==> config.mk <==
export PLATFORM = sky130hd
export DESIGN_NAME = diff_lane_serializer
export DESIGN_NICKNAME = d
export VERILOG_FILES = /design/src/rtl/diff_ser_pkg.sv /design/src/rtl/diff_ser_tick_gen.sv /design/src/rtl/diff_lane_serializer.sv
export SDC_FILE = /design/constraint.sdc
export NUM_CORES = 1
export LEC_CHECK = 0
export CORE_MARGIN = 5
export CORE_UTILIZATION = 60
export CTS_BUF_LIST = sky130_fd_sc_hd__clkbuf_8
export DETAILED_ROUTE_END_ITERATION = 10
export PLACE_DENSITY_LB_ADDON = 0.05
export SETUP_SLACK_MARGIN = 0.3
export SYNTH_ARGS = -nofsm -noshare
export SYNTH_HDL_FRONTEND = slang
export SYNTH_SLANG_ARGS = --single-unit
==> constraint.sdc <==
create_clock -name clk -period 3.55 [get_ports clk]
set_input_delay 0.71 -clock clk [delete_from_list [all_inputs] [get_ports clk]]
set_output_delay 0.71 -clock clk [all_outputs]
set_load 0.005 [all_outputs]
==> src/rtl/diff_ser_pkg.sv <==
// Shared types and constants for the differential lane serializer.
// Optional macro: DIFF_SER_POL_INV_EN (per-output polarity inversion).
package diff_ser_pkg;

  typedef enum logic [2:0] {
    IDLE,
    SETUP,
    HIGH,
    LOW,
    GAP
  } state_e;

  localparam logic SCLK_IDLE = 1'b0;
  localparam logic CS_IDLE   = 1'b1;
  localparam logic D_IDLE    = 1'b0;

  function automatic int bit_cnt_w(input int w);
    return (w > 1) ? $clog2(w) : 1;
  endfunction

endpackage

==> src/rtl/diff_ser_tick_gen.sv <==
// Half-period counter: tick marks the last cycle of a half-period.
// Counts up to div and wraps; load restarts a half-period.
module diff_ser_tick_gen #(
  parameter int DIV_WIDTH = 8
) (
  input  logic                 clk,
  input  logic                 rst,
  input  logic                 load,
  input  logic [DIV_WIDTH-1:0] div,
  output logic                 tick
);

  logic [DIV_WIDTH-1:0] cnt_q;
  logic [DIV_WIDTH-1:0] cnt_d;

  assign tick = (cnt_q == div);

  // Next count: restart on load or at the end of a half-period.
  always_comb begin
    cnt_d = cnt_q + DIV_WIDTH'(1);
    if (load || tick) begin
      cnt_d = '0;
    end
  end

  // Counter register.
  always_ff @(posedge clk) begin
    if (rst) begin
      cnt_q <= '0;
    end else begin
      cnt_q <= cnt_d;
    end
  end

endmodule

==> src/rtl/diff_lane_serializer.sv <==
// Multi-lane MSB-first serializer with shared sclk and cs_n strobe.
// Optional macro: DIFF_SER_POL_INV_EN adds pol_inv and an output XOR stage.
module diff_lane_serializer
  import diff_ser_pkg::*;
#(
  parameter int LANES      = 1,
  parameter int WORD_WIDTH = 16,
  parameter int DIV_WIDTH  = 8
) (
  input  logic                        clk,
  input  logic                        rst,
  input  logic [DIV_WIDTH-1:0]        clk_div,
  input  logic [LANES*WORD_WIDTH-1:0] s_data,
  input  logic                        s_valid,
  output logic                        s_ready,
  output logic                        busy,
  output logic                        sclk_out,
  output logic                        cs_n_out,
  output logic [LANES-1:0]            d_out
`ifdef DIFF_SER_POL_INV_EN
  ,
  input  logic [LANES+1:0]            pol_inv
`endif
);

  localparam int BCW = bit_cnt_w(WORD_WIDTH);
  localparam logic [BCW-1:0] LAST_BIT = BCW'(WORD_WIDTH - 1);

  state_e state_q, state_d;
  logic [DIV_WIDTH-1:0] div_q, div_d;
  logic [BCW-1:0] bit_q, bit_d;
  logic [LANES-1:0][WORD_WIDTH-2:0] sh_q, sh_d;
  logic [LANES-1:0] d_q, d_d;
  logic sclk_q, sclk_d;
  logic cs_q, cs_d;
  logic load;
  logic tick;

  assign s_ready = (state_q == IDLE) && !rst;
  assign busy    = (state_q != IDLE);

  diff_ser_tick_gen #(
    .DIV_WIDTH(DIV_WIDTH)
  ) u_tick (
    .clk (clk),
    .rst (rst),
    .load(load),
    .div (div_q),
    .tick(tick)
  );

  // Next-state and next-output logic; every output comes from a flop.
  always_comb begin
    state_d = state_q;
    div_d   = div_q;
    bit_d   = bit_q;
    sh_d    = sh_q;
    d_d     = d_q;
    sclk_d  = sclk_q;
    cs_d    = cs_q;
    load    = 1'b0;
    unique case (state_q)
      IDLE: begin
        if (s_valid) begin
          load    = 1'b1;
          state_d = SETUP;
          div_d   = clk_div;
          bit_d   = '0;
          cs_d    = 1'b0;
          sclk_d  = 1'b0;
          for (int i = 0; i < LANES; i++) begin
            sh_d[i] = s_data[i*WORD_WIDTH +: WORD_WIDTH-1];
            d_d[i]  = s_data[i*WORD_WIDTH + WORD_WIDTH-1];
          end
        end
      end
      SETUP: begin
        if (tick) begin
          state_d = HIGH;
          sclk_d  = 1'b1;
        end
      end
      HIGH: begin
        if (tick) begin
          sclk_d = 1'b0;
          if (bit_q == LAST_BIT) begin
            state_d = GAP;
            cs_d    = CS_IDLE;
            d_d     = {LANES{D_IDLE}};
          end else begin
            state_d = LOW;
            bit_d   = bit_q + BCW'(1);
            for (int i = 0; i < LANES; i++) begin
              d_d[i]  = sh_q[i][WORD_WIDTH-2];
              sh_d[i] = sh_q[i] << 1;
            end
          end
        end
      end
      LOW: begin
        if (tick) begin
          state_d = HIGH;
          sclk_d  = 1'b1;
        end
      end
      GAP: begin
        if (tick) begin
          state_d = IDLE;
        end
      end
      default: state_d = IDLE;
    endcase
  end

  // State, datapath and line registers; reset aborts any frame.
  always_ff @(posedge clk) begin
    if (rst) begin
      state_q <= IDLE;
      div_q   <= '0;
      bit_q   <= '0;
      sh_q    <= '0;
      d_q     <= {LANES{D_IDLE}};
      sclk_q  <= SCLK_IDLE;
      cs_q    <= CS_IDLE;
    end else begin
      state_q <= state_d;
      div_q   <= div_d;
      bit_q   <= bit_d;
      sh_q    <= sh_d;
      d_q     <= d_d;
      sclk_q  <= sclk_d;
      cs_q    <= cs_d;
    end
  end

`ifdef DIFF_SER_POL_INV_EN
  logic [LANES+1:0] o_q;

  // Extra stage applying board polarity swaps to every line.
  always_ff @(posedge clk) begin
    if (rst) begin
      o_q <= {CS_IDLE, SCLK_IDLE, {LANES{D_IDLE}}} ^ pol_inv;
    end else begin
      o_q <= {cs_q, sclk_q, d_q} ^ pol_inv;
    end
  end

  assign cs_n_out = o_q[LANES+1];
  assign sclk_out = o_q[LANES];
  assign d_out    = o_q[LANES-1:0];
`else
  assign cs_n_out = cs_q;
  assign sclk_out = sclk_q;
  assign d_out    = d_q;
`endif

endmodule
**Word-level counts from Yosys, hierarchy flattened**

Index checks and enable logic that the tools add are counted.

- Bits in registers: 41
- Latch bits: 0
- RAM bits: 0
- Memory bits (read-only): 0
- Bits of input ports: 27
- Output and inout bits: 5
- Logic and storage cells: 64
- Memories kept: 0

- Add/subtract/negate cells: 2
- $mul: 0
- Divide/modulo/power cells: 0
- Order comparisons: 0
- Eq/ne operators: 12
- Shift operators: 0
- Muxes and demuxes: 27
- Bitwise logic cells: 0
- Reduce and logical (&&, ||, !) cells: 15

Operator list:

| operator | count |
|---|---|
| $mux 15 | 3 |
| $pmux 15 s2 | 1 |
| $reduce_and 4->1 | 4 |
| $mux 3 | 5 |
| $mux 4 | 3 |
| $pmux 3 s4 | 1 |
| $mux 1 | 10 |
| $add 8x1->8 const B | 1 |
| $eq 8x8->1 | 1 |
| $pmux 4 s2 | 1 |
| $eq 3x2->1 const B | 2 |
| $ne 2x1->1 const B | 3 |
| $ne 2x2->1 const B | 3 |
| $reduce_bool 3->1 | 2 |
| $add 4x1->4 const B | 1 |
| $eq 4x4->1 const B | 1 |
| $pmux 1 s2 | 2 |
| $reduce_or 2->1 | 2 |
| $eq 3x1->1 const B | 1 |
| $eq 3x3->1 const B | 1 |
| $logic_not 3->1 | 1 |
| $pmux 1 s3 | 1 |
| $reduce_and 3->1 | 1 |
| $reduce_and 2->1 | 1 |
| other kinds (4) | 4 |

**Longest topological paths before layout**

- Depth in word-level cells: 4
- Mapped depth: 7
- Depth with buffers taken out: 5

**Modules after synthesis**

Synthesis repeated with hierarchy kept, for this count alone.

- Cells, all modules: 214
- Area, all modules: 2,059.5 sq um

Modules (own cells, without submodules):

| module | times used | cells each | area an instance (sq um) | seq. area each (sq um) |
|---|---|---|---|---|
| diff_lane_serializer | 1 | 167 | 1,591.5 | 660.6 |
| diff_ser_tick_gen | 1 | 47 | 467.9 | 160.2 |

**Worst setup path after synthesis**

Ideal clock, no wire load.

- Path kind: input-to-output
- From: input port rst
- To: output port s_ready
- Data arrival time: 1.352 ns
- Required time: 2.840 ns
- Path slack: 1.488 ns
- Cell stages on the path: 3
- Path buffers: 2
- Path through: clkbuf_1 clkbuf_1 nor2_1

- Word-level cells in the longest chain between the ends: 2

Ends and longest elaborated chain:

| item | line | text |
|---|---|---|
| from (decl) | diff_lane_serializer.sv:11 | `input logic rst,` |
| $logic_not 1->1 | diff_lane_serializer.sv:39 | `assign s_ready = (state_q == IDLE) && !rst;` |
| $logic_and 1x1->1 | diff_lane_serializer.sv:39 |  |
| to (decl) | diff_lane_serializer.sv:15 | `output logic s_ready,` |

Every way passes these cells.

**Worst setup path in the final report**

Ends and elaborated chain as after synthesis.

==> summary.md <==
| Metric | Value |
|---|---|
| Outcome | finished clean |
| Post-DP HPWL | 3.62 mm |
| Row cnt | 22 |
| Register area | 821 µm² |
| Cell internal pwr | 1.03 mW |
| Sequential share of power | 37.4% |
| Share of post-route cells with drive strength above 1 | 13.9% |
| First-pass GRT wire length | 9.36 mm |
| Worst Path Required | 2840 ps |
| Fin area | 2680 µm² |
| Chip height | 71.3 µm |
| Number of max-cap violations | 0 |
| GPL Wtd Cong | 0.783 |
| Ant diodes | 0 |
| Syn Std Cell Area | 2250 µm² |
| Clock sink total | 41 |
| Peak VDD IR | 0.000417 V |
| Post-Synth Simple-Gate Area | 24.2% |
| Port Buffer Count | 31 |
| Syn nets | 286 |
| CTS Buf Count | 5 |
| Post-Place Worst Slack | 840 ps |
| WHS Endpoint | div_q[0] |
| 1st-pass router iterations | 4 |
| Cells resized by post-CTS repair | 0 |
| Final max-slew violation count | 0 |
| CTS root buffer | clkbuf_8 |
| Largest net degree at the start of global routing | 26 |
| Syn avg cell area | 8.76 µm² |
| Final setup vio count | 0 |
| P_sw | 0.758 mW |
| Synth Area in XOR/XNOR | 5.44% |
| Dpl cell area | 2590 µm² |
| Final period util | 71.7% |
| Final Skew | 9.52 ps |
| Worst Slack Setup Final | 1010 ps |
| # DRC | 0 |
| Overall routing resource usage | 22.4% |
| RR Startpoint | bit_q[0] |
| Vias in the first global route | 2079 |
| Avg WL per Cell | 16.8 µm |
| Footprint of the multi-input gates | 1310 µm² |
| Clock slew at reported path FFs | 80 ps |
| Max Fclk | 393 MHz |
| Ys Warns | 0 |
| Die width | 71.3 µm |
| I/O pin count | 32 |
| R2R cell count | 5 |
| Total power | 1.78 mW |
| Critical Path Source Type | input port |
| Post-layout util | 73.3% |
| Htree depth | 2 |
| Min Tclk post-route | 2540 ps |
| Setup_tns | 0 ps |
| Routed WL | 5.54 mm |
| CTS tree | yes |
| Critical-path maximum fanout | 3 |
| Combinational Power Share | 44.3% |
| Post-synth top area cell | dfxtp_1 |
| Final nets | 309 |
| Sequential area share after synthesis | 36.4% |
| Commonest register cell after synthesis | dfxtp_1 |
| Distinct cells, synth | 47 |
| Worst hold start | div_q[0] |
| Critical Path End Type | output port |
| Vias | 2165 |
| Post-synthesis register bit count | 41 |
| Post-CTS Setup Inserts | 0 |
| Net Sw Frac | 42.5% |
| Worst hold path stage count | 2 |
| Vias per inst | 6.58 |
| Rel. slew slack | 44.7% |
| Die ar. | 5080 µm² |
| Clk buf depth | 2 |
| Core ar. | 3660 µm² |
| RSZ-0062 raised after global routing | no |
| Synth top area cells | dfxtp_1, mux2_2, o2111ai_1, a32oi_1, nand4_1 |
| Detailed Route Iter0 Violations | 217 |
| Power density cells | 665 nW/µm² |
| Worst-margin pin slew | 829 ps |
| CP arrival | 1830 ps |
| Antenna viol nets, final | 0 |
| Synth Instances | 257 |
| Synth top area share | 36.4% |
| Fillers | 296 |
| Hold Fails Final Rpt | 0 |
| Initial Util | 61.5% |
| # hold bufs at CTS | 0 |
| Mux share of post-synthesis cell area | 7.00% |
| Clock power share | 18.4% |
| Ys async rst share | 0% |
| Post-synth EDFFs | 0 |
| Initial antenna violation count | 0 |
| Worst min-delay path class | reg2reg |
| Fraction of the mapped netlist area in adder cells | 1.11% |
| FF-to-FF End | bit_q[0] |
| Grt total ovfl | 0 |
| Main combinational cell family by area after synthesis | simple AND/OR/NAND/NOR gates |
| R2R setup slack | 1270 ps |
| P&R area growth vs syn | 19.1% |
| Synth Area in Compound Gates | 20.1% |
| Clk_lat worst skew | 300 ps |
| CP Class | in2out |
| Static Leak | 0.941 nW |
## per-layer routing
metal	up-vias	routed length, µm	track usage, %
met5	-	0	0
met4	0	117	10.9
met3	13	445	4.91
met2	98	2620	36.2
met1	1008	2350	28.3
li1	1046	-	-
## how the worst max path moves through the flow
stage / startpoint / end / slack, ps / depth (start not counted)
floorplan: rst / s_ready / 1490 / 3
global placement: s_valid / bit_q[0] / 870 / 5
detailed placement: s_valid / bit_q[0] / 840 / 5
CTS: rst / s_ready / 1000 / 3
global route: state_q[2] / s_ready / 950 / 4
finish: rst / s_ready / 1010 / 3
## synthesized netlist by cell type (all sizes together), types with 7 or more instances
cell type   n
a21oi      11
a32oi      14
buf         7
clkbuf     18
dfxtp      41
mux2       14
nand2      21
nand3      22
nand4      19
nor2       13
o2111ai    16
xnor2      11
## logic make-up after synthesis
family                     after synthesis
and+or+nand+nor                        100
DFF                                     41
AOI/OAI and AO/OA                       59
muxes                                   14
xor gates and xnor gates                14
adders and majority gates                2
buffers and inverters                   27
## stage by stage
| stage | cells | hold WS, ps |
|---|---|---|
| after floorplan | 257 | 437 |
| after global placement | 321 | 456 |
| after detailed placement | 321 | 461 |
| after CTS | 329 | 472 |
| after global routing | 329 | 492 |
| final | 329 | 472 |
## area by class of cell
type,instances,area share [%]
clock inverter,2,0.513
inverter,2,0.280
timing repair buffer,41,14.4
clock buffer,6,3.08
sequential,41,30.6
tap,48,2.24
multi-input combinational,189,48.9
## sequential cells by signal (all words and copies together), names as in the netlist
register and count:
cs_n_out 1, sh_q 15, bit_q 4, sclk_out 1, state_q 3, d_out 1, u_tick.cnt_q 8, div_q 8
## cell usage in the layout, fill, tap and decap left out, types with 11 or more instances in the layout
cell / instances
o2111ai_1: 16
nand4_1: 19
xnor2_1: 11
nand3_1: 22
a21oi_1: 11
dfxtp_1: 41
a32oi_1: 14
nand2_1: 21
mux2_2: 14
clkdlybuf4s50_1: 31
nor2_1: 13
## worst max-delay path, stage by stage
cell,delay (ps)
clkdlybuf4s50_1,460
nor2_1,140
clkdlybuf4s50_1,520
## power by group through the flow
stage / sequential (mW) / clock [mW] / combinational (mW)
after floorplan: 0.645 / 0 / 0.554
after global placement: 0.671 / 0 / 0.771
after detailed placement: 0.676 / 0 / 0.781
after CTS: 0.666 / 0.333 / 0.786
after global routing: 0.680 / 0.355 / 0.859
final: 0.667 / 0.328 / 0.790
(Power assumes the default switching activity.)
